--- src/rtl/gpio_csr_pkg.sv ---
// gpio_csr_pkg: shared constants, types and the CSR address decoder for gpio_csr.
//
// The CSR window starting at the base address is laid out as:
//   inputs (read-only), outputs (read/write), CHG (write-1-to-clear), MASK.
// The decoder turns a 12-bit address into {kind, index}. It is used by both
// the read path and the write path, so the two paths cannot disagree on the map.
package gpio_csr_pkg;

    localparam logic [11:0] DEFAULT_BASE = 12'hF00;

    typedef enum logic [2:0] {
        K_NONE = 3'd0,
        K_IN   = 3'd1,
        K_OUT  = 3'd2,
        K_CHG  = 3'd3,
        K_MASK = 3'd4
    } csr_kind_e;

    typedef struct packed {
        csr_kind_e   kind;
        logic [11:0] index;
    } csr_dec_t;

    function automatic logic [11:0] off_in();
        return 12'd0;
    endfunction

    function automatic logic [11:0] off_out(input logic [11:0] n_in);
        return n_in;
    endfunction

    function automatic logic [11:0] off_chg(input logic [11:0] n_in, input logic [11:0] n_out);
        return n_in + n_out;
    endfunction

    function automatic logic [11:0] off_mask(input logic [11:0] n_in, input logic [11:0] n_out);
        return n_in + n_out + 12'd1;
    endfunction

    // Addresses below base wrap to a large offset and therefore decode as
    // unmapped, as long as the window fits inside the 12-bit CSR space.
    function automatic csr_dec_t csr_decode(input logic [11:0] addr,
                                            input logic [11:0] base,
                                            input logic [11:0] n_in,
                                            input logic [11:0] n_out);
        csr_dec_t    dec;
        logic [11:0] off;
        off       = addr - base;
        dec.kind  = K_NONE;
        dec.index = 12'd0;
        if (off < off_out(n_in)) begin
            dec.kind  = K_IN;
            dec.index = off - off_in();
        end else if (off < off_chg(n_in, n_out)) begin
            dec.kind  = K_OUT;
            dec.index = off - off_out(n_in);
        end else if (off == off_chg(n_in, n_out)) begin
            dec.kind  = K_CHG;
        end else if (off == off_mask(n_in, n_out)) begin
            dec.kind  = K_MASK;
        end
        return dec;
    endfunction

endpackage

--- src/rtl/sync_ff.sv ---
// sync_ff: WIDTH-bit, STAGES-deep flop-chain synchroniser with asynchronous
// active-low reset. All stages reset to 0.
//
// Ports:
//   clk    in  1      clock, rising edge
//   rst_n  in  1      asynchronous active-low reset
//   d      in  WIDTH  asynchronous input
//   q      out WIDTH  synchronised value (last stage)
module sync_ff #(
    parameter int unsigned WIDTH  = 32,
    parameter int unsigned STAGES = 2
) (
    input  logic             clk,
    input  logic             rst_n,
    input  logic [WIDTH-1:0] d,
    output logic [WIDTH-1:0] q
);

    logic [STAGES-1:0][WIDTH-1:0] stage_q;
    logic [STAGES-1:0][WIDTH-1:0] stage_d;

    // Stage 0 captures the raw input; each later stage takes its predecessor.
    always_comb begin
        stage_d = {stage_q[STAGES-2:0], d};
    end

    always_ff @(posedge clk or negedge rst_n) begin
        if (!rst_n) begin
            stage_q <= '0;
        end else begin
            stage_q <= stage_d;
        end
    end

    assign q = stage_q[STAGES-1];

endmodule

--- src/rtl/gpio_csr.sv ---
// gpio_csr: CSR-mapped general-purpose I/O unit.
//
// N_IN synchronised inputs, N_OUT registered outputs, a sticky per-input
// change flag register (CHG, write-1-to-clear) and an interrupt mask (MASK).
// irq is the OR of CHG & MASK and is combinational from registers only.
//
// Ports:
//   clk      in  1            clock, rising edge
//   rst_n    in  1            asynchronous active-low reset
//   io_in    in  N_IN*WIDTH   asynchronous inputs, channel i at [i*WIDTH +: WIDTH]
//   io_out   out N_OUT*WIDTH  output registers, same packing
//   rd_en    in  1            CSR read request
//   rd_addr  in  12           CSR read address
//   rd_data  out WIDTH        registered read data
//   rd_hit   out 1            registered: last read decoded to a valid CSR
//   wr_en    in  1            CSR write request
//   wr_addr  in  12           CSR write address
//   wr_data  in  WIDTH        CSR write data
//   wr_hit   out 1            combinational: wr_en and wr_addr is writable
//   irq      out 1            OR of (CHG & MASK)
//
// Request semantics: rd_en and wr_en are single-cycle requests that are
// always accepted on the edge that samples them; there is no ready/stall.
// A read result appears after that edge; a write takes effect on that edge.
// A read and write of the same CSR in one cycle returns the pre-write value.
module gpio_csr
    import gpio_csr_pkg::*;
#(
    parameter int unsigned N_IN        = 2,
    parameter int unsigned N_OUT       = 2,
    parameter int unsigned WIDTH       = 32,
    parameter logic [11:0] BASE        = DEFAULT_BASE,
    parameter int unsigned SYNC_STAGES = 2
) (
    input  logic                   clk,
    input  logic                   rst_n,
    input  logic [N_IN*WIDTH-1:0]  io_in,
    output logic [N_OUT*WIDTH-1:0] io_out,
    input  logic                   rd_en,
    input  logic [11:0]            rd_addr,
    output logic [WIDTH-1:0]       rd_data,
    output logic                   rd_hit,
    input  logic                   wr_en,
    input  logic [11:0]            wr_addr,
    input  logic [WIDTH-1:0]       wr_data,
    output logic                   wr_hit,
    output logic                   irq
);

    localparam logic [11:0] NI = 12'(N_IN);
    localparam logic [11:0] NO = 12'(N_OUT);

    logic [N_IN-1:0][WIDTH-1:0]  s_ch;
    logic [N_IN-1:0][WIDTH-1:0]  prev_q, prev_d;
    logic [N_IN-1:0]             chg_q, chg_d;
    logic [N_IN-1:0]             mask_q, mask_d;
    logic [N_OUT-1:0][WIDTH-1:0] out_q, out_d;
    logic [WIDTH-1:0]            rd_data_q, rd_data_d;
    logic                        rd_hit_q, rd_hit_d;

    logic [N_IN-1:0] chg_set;
    logic [N_IN-1:0] chg_clr;
    csr_dec_t        rd_dec;
    csr_dec_t        wr_dec;

    for (genvar g = 0; g < N_IN; g++) begin : g_sync
        sync_ff #(
            .WIDTH  (WIDTH),
            .STAGES (SYNC_STAGES)
        ) u_sync (
            .clk   (clk),
            .rst_n (rst_n),
            .d     (io_in[g*WIDTH +: WIDTH]),
            .q     (s_ch[g])
        );
    end

    assign rd_dec = csr_decode(rd_addr, BASE, NI, NO);
    assign wr_dec = csr_decode(wr_addr, BASE, NI, NO);

    assign wr_hit = wr_en && ((wr_dec.kind == K_OUT) ||
                              (wr_dec.kind == K_CHG) ||
                              (wr_dec.kind == K_MASK));

    // Change detection and CHG update. A new change overrides a W1C clear
    // in the same cycle so no event is lost.
    always_comb begin
        prev_d  = s_ch;
        chg_set = '0;
        chg_clr = '0;
        for (int i = 0; i < N_IN; i++) begin
            chg_set[i] = (s_ch[i] != prev_q[i]);
        end
        if (wr_en && (wr_dec.kind == K_CHG)) begin
            chg_clr = wr_data[N_IN-1:0];
        end
        chg_d = (chg_q & ~chg_clr) | chg_set;
    end

    // Output and MASK writes. Mask bits above N_IN are simply not stored.
    always_comb begin
        out_d  = out_q;
        mask_d = mask_q;
        if (wr_en && (wr_dec.kind == K_OUT)) begin
            for (int j = 0; j < N_OUT; j++) begin
                if (wr_dec.index == 12'(j)) begin
                    out_d[j] = wr_data;
                end
            end
        end
        if (wr_en && (wr_dec.kind == K_MASK)) begin
            mask_d = wr_data[N_IN-1:0];
        end
    end

    // Read path samples the current (pre-write) register values.
    always_comb begin
        rd_data_d = rd_data_q;
        rd_hit_d  = 1'b0;
        if (rd_en) begin
            rd_data_d = '0;
            case (rd_dec.kind)
                K_IN: begin
                    rd_hit_d = 1'b1;
                    for (int i = 0; i < N_IN; i++) begin
                        if (rd_dec.index == 12'(i)) begin
                            rd_data_d = s_ch[i];
                        end
                    end
                end
                K_OUT: begin
                    rd_hit_d = 1'b1;
                    for (int j = 0; j < N_OUT; j++) begin
                        if (rd_dec.index == 12'(j)) begin
                            rd_data_d = out_q[j];
                        end
                    end
                end
                K_CHG: begin
                    rd_hit_d             = 1'b1;
                    rd_data_d[N_IN-1:0] = chg_q;
                end
                K_MASK: begin
                    rd_hit_d             = 1'b1;
                    rd_data_d[N_IN-1:0] = mask_q;
                end
                default: begin
                    rd_hit_d = 1'b0;
                end
            endcase
        end
    end

    always_ff @(posedge clk or negedge rst_n) begin
        if (!rst_n) begin
            prev_q    <= '0;
            chg_q     <= '0;
            mask_q    <= '0;
            out_q     <= '0;
            rd_data_q <= '0;
            rd_hit_q  <= 1'b0;
        end else begin
            prev_q    <= prev_d;
            chg_q     <= chg_d;
            mask_q    <= mask_d;
            out_q     <= out_d;
            rd_data_q <= rd_data_d;
            rd_hit_q  <= rd_hit_d;
        end
    end

    assign io_out  = out_q;
    assign rd_data = rd_data_q;
    assign rd_hit  = rd_hit_q;
    assign irq     = |(chg_q & mask_q);

endmodule

--- config.mk ---
export PLATFORM = sky130hd
export DESIGN_NAME = gpio_csr
export DESIGN_NICKNAME = d
export VERILOG_FILES = /design/src/rtl/gpio_csr_pkg.sv /design/src/rtl/sync_ff.sv /design/src/rtl/gpio_csr.sv
export SDC_FILE = /design/constraint.sdc
export NUM_CORES = 1
export LEC_CHECK = 0
export BUFFER_PORTS_ARGS = -buffer_cell sky130_fd_sc_hd__buf_4
export CAP_MARGIN = 20
export CORE_ASPECT_RATIO = 1.4
export CORE_MARGIN = 2
export CORE_UTILIZATION = 30
export CTS_CLUSTER_DIAMETER = 80
export DETAILED_ROUTE_END_ITERATION = 6
export PLACE_DENSITY = 0.46
export SLEW_MARGIN = 20
export SYNTH_ARGS = -nofsm -noshare
export SYNTH_HDL_FRONTEND = slang
export SYNTH_SLANG_ARGS = --single-unit
--- constraint.sdc ---
create_clock -name clk -period 1.61 [get_ports clk]
set_input_delay 0.0805 -clock clk [delete_from_list [all_inputs] [get_ports clk]]
set_output_delay 0.0805 -clock clk [all_outputs]
set_load 0.005 [all_outputs]
==> run metrics, run 1 <==
slowest CP cell=dfrtp_1; CTS tree=done; Vias=~7,500; DIE HEIGHT=~230 um; CP Launch Type=flop; grt total ovfl=0; status=finished with violations; layout net count=around 1,300; sequential fraction of the synthesis area=roughly two thirds; slew of the pin with the lowest slew margin=between 0.4 and 0.5 ns; DIE WIDTH=roughly 170 um; net switching power=around 3500 uW; worst hold path type=in2async; sequential power share=between 40% and 50%; Tcrit/Tclk final=107%; CP arrival=2.15 ns; xor-xnor portion of the synthesized cell area=under 10%; Post-Synth Simple-Gate Area=5.61%; drt first pass iters=4; most frequent cells in the layout=308 x buf_4, 293 x dfrtp_1, 99 x dlygate4sd3_1, 93 x mux2_2, 65 x xor2_1; ys async rst share=100%; Mapped Cells=760; slowest stage delay, CP=around 0.4 ns; die area=about 0.038 mm^2; CTS Root Cell=clkbuf_16; worst r2r src=g_sync[0].u_sync.q[14]; main combinational cell family by area after synthesis=multiplexers; Buffers on Ports=between 200 and 250; final hold violations=0; relative slew slack=72.9%; Comb power frac=8.1%; Synth-to-Final Area Change=49.6%; Placer Congestion=approximately 0.75; r2r setup slk=-0.11 ns; R2R depth=5; P_leak=roughly 0.0076 uW; CTS Buf Count=29; setup violators final=2; post-synthesis compound-gate area fraction=under 10%; row cnt=between 80 and 90; antenna violations before repair=0; Post-synth EDFFs=0; critical path capture point type=flop; FF-to-FF End=chg_q[0]; kind of critical path=reg2reg; TNS Setup=-0.109 ns; share of cells above drive strength 1=around 42%; mux contribution to synthesized area=roughly a tenth; Data required, critical path=2.04 ns; Peak Freq=slightly below 0.6 GHz; Clk pwr share=a little over two fifths; Final WS setup=-0.109 ns; Critical Path, Cell by Cell=xor2_1, nor4_2, buf_4, nand4_1, a211o_1; internal power=approximately 12,000 uW; Post-DP HPWL=roughly 23 mm; initial core utilization=a little under a third; Routed wire per std cell=~19 um; Clk Latency, worst-skew pair=0.55 ns; Yosys reg bits=293; DRC violations left=0; CP max FO=2; Synth Area per Inst=~14 um^2; Placed Cells=1,512; pre-CTS WS=-0.698 ns; floorplan core area=0.0359 mm^2; switching part of the total=about 22%; min cycle time layout=1.72 ns; I/O pin count=~220; RSZ-0062 raised after global routing=yes; Total Routed Length=between 30 and 40 mm; Reg clk slew, reported paths=0.06 ns; Max-Cap Viols=0; final cell count without fillers=1,671; Synth Cell Area=roughly 0.011 mm^2; PwrDens=about 970 mW/mm^2; area leader, netlist=dfrtp_1; # H-tree levels=1; Max IR drop VDD=698 uV; most common cell after layout, fill and taps aside=buf_4; Mapped Nets=roughly 890; clk sink count=just under 300; first-pass GRT wire length=48.4 mm; Area contributors post-synth=dfrtp_1 67%, mux2_2 9.7%, xor2_1 5.3%; clk_skew=between 0.007 and 0.008 ns; Synth Area in Adders=less than 1%; Yosys top cell area share=about two thirds; largest net degree at the start of global routing=67; Top FF cell, synth=dfrtp_1; initial drt markers=~440; GRT Total Usage=approximately 17%; Synth warnings=0; hold slack=around 0.023 ns; number of global-route vias before repair=8,133; Post-DRT Antenna Nets=0; violated checks=setup timing; Pins Over Slew Limit=0; Vias/cell=around 4.5; Synth cell types=48; Max clock buf depth=3
[critical path: cells and delay by family (launching register included)]
kind	cells	cell delay, ns
XOR/XNOR	1	0.16
buffers and inverters	1	0.17
AO/OA/AOI/OAI	1	0.28
flip-flops	1	0.40
AND/OR/NAND/NOR	2	0.58
[flip-flops by register name, indices dropped and copies added, names as in the netlist]
| register | count |
|---|---|
| rd_data | 32 |
| io_out | 64 |
| rd_hit | 1 |
| g_sync.u_sync.q | 64 |
| g_sync.u_sync.stage_d | 64 |
| prev_q | 64 |
| mask_q | 2 |
| chg_q | 2 |
[synthesized netlist by cell type, types with 6 or more instances]
library cell and number:
a32o_1 30, and2_1 31, buf_2 10, clkbuf_1 28, dfrtp_1 293, inv_1 37, mux2_2 94, nand2_1 6
nand3_1 9, nand4_1 9, nor2_1 9, nor3_1 6, nor4_1 17, o2111ai_1 31, o21ai_0 20, o21ai_1 12
xor2_1 66
[what timing repair did]
action / 4_1_cts / 5_1_grt
hold buffers: 99 / 0
resized for setup: 6 / 19
setup buffers: 1 / 3
gates cloned: 0 / 4
endpoints found under the hold margin: 440 / 0
pin swaps: 4 / 7
setup endpoints to repair: 38 / 82
[worst max path at each step]
| stage | from | to | slack [ns] |
|---|---|---|---|
| floorplan | rd_addr[4] | rd_data[0] | -0.35 |
| global placement | wr_addr[2] | io_out[30] | -0.72 |
| detailed placement | wr_addr[2] | io_out[30] | -0.70 |
| CTS | prev_q[18] | chg_q[0] | -0.13 |
| global route | g_sync[0].u_sync.q[14] | chg_q[0] | -0.18 |
| finish | g_sync[0].u_sync.q[14] | chg_q[0] | -0.11 |
[final cells by class]
| type | count | area [um^2] |
|---|---|---|
| fill | 3284 | 19600 |
| antenna | 1 | 2.50 |
| clock inverter | 12 | 140 |
| tap | 462 | 578 |
| inverter | 37 | 158 |
| timing repair buffer | 435 | 3840 |
| clock buffer | 40 | 807 |
| multi-input combinational | 391 | 3490 |
| sequential | 293 | 7330 |
[routing by layer]
metal	part of all wire [%]	global-route usage, %
met5	0	0
met4	2.4	4.90
met3	4.1	2.15
met2	53	30.4
met1	40	21.1
[cell families (layout without fill, tap and decap cells)]
family / after synthesis / count (layout)
other: 0 / 1
flip-flops: 293 / 293
AND/OR/NAND/NOR: 103 / 103
buffers and inverters: 76 / 524
multiplexers: 98 / 98
adder cells (fa/ha/maj): 5 / 5
AO/OA/AOI/OAI: 116 / 116
XOR/XNOR: 69 / 69
[power groups by stage]
stage | clock network [uW] | logic, uW | registers (uW)
floorplan | 0 | 282 | 7840
global placement | 0 | 1030 | 7880
detailed placement | 0 | 1030 | 7890
CTS | 6990 | 1240 | 7750
global route | 7280 | 1400 | 7770
finish | 6760 | 1280 | 7740
[stage by stage]
stage	util, %	power, uW	area (um^2)
after CTS	44.8	16000	16100
final	45.5	15800	16300
after global placement	39.4	8910	14100
after floorplan	-	8130	11000
after detailed placement	39.4	8920	14100
after global routing	45.5	16400	16300
Note: power is estimated with default switching activity, not from simulation.
==> run 2, diff against run 1 <==
- ABC_CLOCK_PERIOD_IN_PS: not set -> 1610
- CORE_UTILIZATION: 30 -> 38
- PLACE_DENSITY: 0.46 -> not set
==> run 2 against run 1 <==
  * The flow still finishes with violations (setup timing)
  * Routed wire length shrank 11%
  * Non-clock buffer count down 26
  * Core utilization increased by 11 points
  * Clock skew grew 0.0083 ns
  * Cell count down 6.8%
  * Combinational power decreased by 6%
==> run metrics, run 2 (synthesis gave the netlist of run 1 again) <==
status=finished with violations; violated checks=setup timing; Filler cells=around 2,300; slowest stage delay, CP=0.39 ns; Peak Freq=just over 0.6 GHz; DIE WIDTH=~150 um; clk sink count=293; row cnt=73; CP max FO=2; Placer Congestion=between 0.7 and 0.8; Vias=7,416; grt total ovfl=0; HP Start=wr_addr[1]; Clk pwr share=45.6%; worst r2r src=g_sync[1].u_sync.q[15]; Synth-to-Final Area Change=47.3%; P_leak=roughly 0.0075 uW; slowest CP cell=dfrtp_1; Final WS setup=-0.0169 ns; floorplan core area=about 0.028 mm^2; Reg clk slew, reported paths=~0.06 ns; first-pass GRT wire length=44.8 mm; internal power=roughly 13,000 uW; relative slew slack=between 70% and 80%; worst hold path type=in2reg; PwrDens=roughly 1000 mW/mm^2; net switching power=roughly 3500 uW; delay-heaviest family, CP=simple AND/OR/NAND/NOR gates; sequential power share=approximately 47%; critical path capture point type=flop; initial core utilization=between 30% and 40%; Max clock buf depth=3; Clk Latency, worst-skew pair=~0.54 ns; CP Launch Type=flop; layout net count=approximately 1,300; Max-Cap Viols=0; Buffers on Ports=around 220; Routed wire per std cell=between 15 and 20 um; share of cells above drive strength 1=between 40% and 50%; Placed Cells=around 1,400; CTS Buf Count=29; die area=between 0.03 and 0.04 mm^2; drt first pass iters=5; CTS tree=done; hold slack=0.0472 ns; CP arrival=between 2 and 2.5 ns; GRT Total Usage=roughly a fifth; Sequential cell area=0.00733 mm^2; # H-tree levels=1; Total Routed Length=just under 30 mm; Comb power frac=~7.3%; r2r setup slk=-0.02 ns; most common cell after layout, fill and taps aside=dfrtp_1; Post-DP HPWL=approximately 20 mm; R2R depth=5; final cell count without fillers=between 1,500 and 2,000; Critical Path, Cell by Cell=xor2_1, nor4_1, buf_4, nand4_1, a211o_1; FF-to-FF End=chg_q[1]; Tcrit/Tclk final=101%; Max IR drop VDD=~850 uV; Data required, critical path=2.02 ns; antenna violations before repair=0; CP Buf/Inv Count=1; multi-input logic area=approximately 0.0035 mm^2; Pins Over Slew Limit=0; Cells on Worst Hold Path=4; WHS Endpoint=mask_q[1]; number of global-route vias before repair=roughly 7,900; RSZ-0062 raised after global routing=yes; Post-DRT Antenna Nets=0; pre-CTS WS=-0.673 ns; CTS Root Cell=clkbuf_16; DRC violations left=0; # diodes=0; final hold violations=0; Vias/cell=between 4 and 5; kind of critical path=reg2reg; largest net degree at the start of global routing=70; I/O pin count=approximately 220; switching part of the total=a little over a fifth; most frequent cells in the layout=293 x dfrtp_1, 284 x buf_4, 101 x dlygate4sd3_1, 94 x mux2_2, 64 x xor2_1; DIE HEIGHT=205 um; clk_skew=approximately 0.016 ns; setup violators final=1; initial drt markers=between 200 and 300; slew of the pin with the lowest slew margin=approximately 0.39 ns; min cycle time layout=between 1.5 and 2 ns
## run 2: cell count changes in the layout (fill, tap and decap cells not counted), moves of 2 or more
cell           before  now
o21ai_1            14   12
clkbuf_1            7    3
nor4_1             12   14
buf_4             308  284
bufinv_16           3    8
nor4_2              5    3
clkbuf_16          32   30
dlygate4sd3_1      99  101
buf_12             20   15
clkinv_2            7    5
buf_6               3    5
## run 2: power by group through the flow
stage | Combinational, uW | Sequential (uW) | Clock [uW]
6_report | 1200 | 7750 | 7510
2_1_floorplan | 282 | 7840 | 0
3_5_place_dp | 961 | 7890 | 0
5_1_grt | 1310 | 7770 | 8030
3_3_place_gp | 954 | 7880 | 0
4_1_cts | 1170 | 7750 | 7700
## run 2: metal layers
layer	GRT usage (%)	wire (um)	vias to the layer above	share of wire, %
li1	-	-	3525	-
met1	24.1	11700	3686	41
met2	35.1	15300	169	53
met3	2.94	1210	36	4.2
met4	4.91	609	0	2.1
met5	0	0	-	0
## run 2: worst max-delay path by stage
| stage | startpoint | end | depth (start not counted) |
|---|---|---|---|
| 2_1_floorplan | rd_addr[4] | rd_data[0] | 7 |
| 3_5_place_dp | wr_addr[2] | io_out[7] | 9 |
| 3_3_place_gp | wr_addr[2] | io_out[7] | 9 |
| 6_report | g_sync[1].u_sync.q[15] | chg_q[1] | 5 |
| 5_1_grt | prev_q[59] | chg_q[1] | 5 |
| 4_1_cts | g_sync[1].u_sync.q[7] | chg_q[1] | 5 |
## run 2: area by class of cell
class | instances | share of cell area, %
inverters | 37 | 0.979
repair buffers | 409 | 22.2
multi-input cells | 391 | 21.6
well taps | 375 | 2.91
clock inverters | 17 | 1.87
clock buffers | 35 | 4.83
flip-flops and latches | 293 | 45.5
## run 2: repair_timing
action	in CTS	in global routing
hold buffers	101	0
resized for setup	6	26
pin swaps	10	17
endpoints found under the hold margin	434	0
setup endpoints to repair	44	100
gates cloned	1	1
buffers inserted	2	3
## run 2: tightest hold or removal path: stages
cell	delay, ns
buf_8	0.08
buf_4	0.12
nor3_2	0.05
mux2_2	0.21
## run 2: through the flow
step                      instance area [um^2]  setup TNS (ns)  total power [uW]  utilization, %
final                                    16100         -0.0169             16500            56.9
after floorplan                          11000          -23.89              8130               -
after CTS                                15900         -0.0745             16600            56.2
after detailed placement                 13800          -55.14              8850            48.6
after global placement                   13800          -53.54              8830            48.6
after global routing                     16100           -1.82             17100            56.9
==> run 3, diff against run 2 <==
- ABC_CLOCK_PERIOD_IN_PS: 1610 -> 1400
- clock period: 1.61 -> 1.4 ns (I/O delays scaled with it)
==> run 3 against run 2 <==
  * The flow still finishes with violations (setup timing)
  * Die area is the same
  * Clock power rose by 8.8%
  * First-iteration DRC count increased by 16%
  * Maximum frequency decreased by 6.1%
  * Setup slack got worse by 0.31 ns
  * Sequential cell count did not move
  * Sequential power up 15%
  * Non-clock buffer count rose by 99
  * Cell count grew 6.4%
  * Critical path depth is the same
  * Combinational power up 41%
  * Critical path type unchanged
  * Largest cell class unchanged
  * Largest power group unchanged
==> run metrics, run 3 (synthesis gave the netlist of run 1 again) <==
status=finished with violations; violated checks=setup timing; largest net degree at the start of global routing=66; # H-tree levels=1; slew of the pin with the lowest slew margin=0.424 ns; critical path capture point type=flop; Total Routed Length=33.2 mm; crit path launch=prev_q[59]; Final WS setup=-0.332 ns; Data required, critical path=around 1.8 ns; clk sink count=slightly below 300; CTS Root Cell=clkbuf_16; Critical Path, Cell by Cell=xor2_2, nor4_4, buf_4, nand4_1, a211o_1; CP arrival=approximately 2.2 ns; row cnt=73; Vias/cell=just under 5; min cycle time layout=~1.7 ns; utilization after layout=a little over three fifths; CP Buf/Inv Count=1; Tcrit/Tclk final=124%; CTS Buf Count=28; relative slew slack=between 70% and 80%; initial drt markers=between 300 and 400; Post-DP HPWL=approximately 21 mm; TNS Setup=-17.16 ns; Peak Freq=between 0.5 and 0.6 GHz; floorplan core area=~0.028 mm^2; PwrDens=roughly 1100 mW/mm^2; grt total ovfl=0; delay-heaviest family, CP=simple AND/OR/NAND/NOR gates; kind of critical path=reg2reg; share of cells above drive strength 1=51.8%; GRT Total Usage=a little over a fifth; Filler cells=2,165; CTS tree=done; Routed wire per std cell=20.0 um; final hold violations=0; Pins Over Slew Limit=0; Max-Cap Viols=0; DIE HEIGHT=about 200 um; Buffers on Ports=between 200 and 250; Vias=between 8,000 and 9,000; CP max FO=1; Clk Latency, worst-skew pair=~0.54 ns; P_leak=~0.0083 uW; antenna violations before repair=1; Post-DRT Antenna Nets=0; most frequent cells in the layout=342 x buf_4, 293 x dfrtp_1, 101 x dlygate4sd3_1, 64 x xor2_1, 56 x mux2_2; CP Launch Type=flop; setup violators final=just under 100; initial core utilization=between 30% and 40%; worst hold path type=in2async; RSZ-0062 raised after global routing=yes; Placer Congestion=0.799; most common cell after layout, fill and taps aside=buf_4; Synth-to-Final Area Change=62.3%; I/O pin count=223; clk_skew=roughly 0.015 ns; DRC violations left=0; Total Power=approximately 19,000 uW; first-pass GRT wire length=about 50 mm; worst r2r src=prev_q[59]; layout net count=between 1,000 and 1,500; DIE WIDTH=roughly 150 um; number of global-route vias before repair=8,655; die area=0.0302 mm^2; Reg clk slew, reported paths=approximately 0.070 ns; slowest CP cell=dfrtp_1; slowest stage delay, CP=0.40 ns; Max IR drop VDD=between 1000 and 1500 uV; Max clock buf depth=3; drt first pass iters=4
## run 3: cell types whose count changed in the layout (fill, tap and decap cells not counted), moves of 10 or more
cell,before,now
buf_6,5,19
o2111ai_2,0,22
and2_1,31,1
buf_8,2,12
and2_4,0,30
o21ai_1,12,27
mux2_2,94,56
o2111ai_1,31,5
o21ai_0,19,1
mux2_4,2,40
buf_4,284,342
## run 3: worst reg2reg max path, cell delays in order, from the launching register on
cell     delay, ns
dfrtp_1       0.40
xor2_2        0.20
nor4_4        0.31
buf_4         0.17
nand4_1       0.21
a211o_1       0.34
## run 3: through the flow
step / worst slack, ns / cells / hold slack [ns] / area (um^2)
3_3_place_gp: -0.889 / 1461 / -0.0161 / 14300
4_1_cts: -0.309 / 1647 / 0.0192 / 17300
3_5_place_dp: -0.886 / 1461 / -0.0197 / 14300
6_report: -0.332 / 1657 / 0.0203 / 17700
5_1_grt: -0.354 / 1657 / 0.0322 / 17700
2_1_floorplan: -0.548 / 760 / -0.226 / 11100
## run 3: worst paths after layout
check                                               endpoint  slack, ns  cells after the start
worst max-delay path                                chg_q[1]      -0.33                      5
worst min-delay path                              prev_q[39]       0.02                      2
worst max register to register                      chg_q[1]      -0.33                      5
worst min register to register        g_sync[1].u_sync.q[10]       0.34                      0
max in group asynchronous       g_sync[0].u_sync.stage_d[46]       0.72                      3
min in group clk                                    chg_q[0]       0.12                      6
## run 3: report_power, final
part / internal (uW) / switching (uW) / total (uW)
Clock: 4870 / 3300 / 8170
Sequential: 8750 / 150 / 8900
Combinational: 916 / 771 / 1690
## run 3: metal layers
layer | track usage (%) | vias to the layer above | part of all wire [%]
li1 | - | 3710 | -
met1 | 26.6 | 4131 | 38
met2 | 39.4 | 210 | 54
met3 | 3.03 | 54 | 4.6
met4 | 6.66 | 0 | 3.0
met5 | 0 | - | 0
## run 3: cell type report
| cell class | count | area (um^2) | area share (%) |
|---|---|---|---|
| sequential | 293 | 7330 | 41.3 |
| tap | 375 | 469 | 2.65 |
| clock buffer | 35 | 808 | 4.56 |
| multi-input combinational | 391 | 4010 | 22.6 |
| clock inverter | 17 | 214 | 1.21 |
| timing repair buffer | 508 | 4740 | 26.7 |
| inverter | 37 | 158 | 0.889 |
| antenna | 1 | 2.50 | 0.0141 |
## run 3: what timing repair did
item                       4_1_cts  5_1_grt
hold buffers                   101        0
buffers inserted                18       18
setup endpoints to repair       99      101
resized for setup              130       94
hold endpoints to repair       437        0
pin swaps                       34       38
gates cloned                    15        5
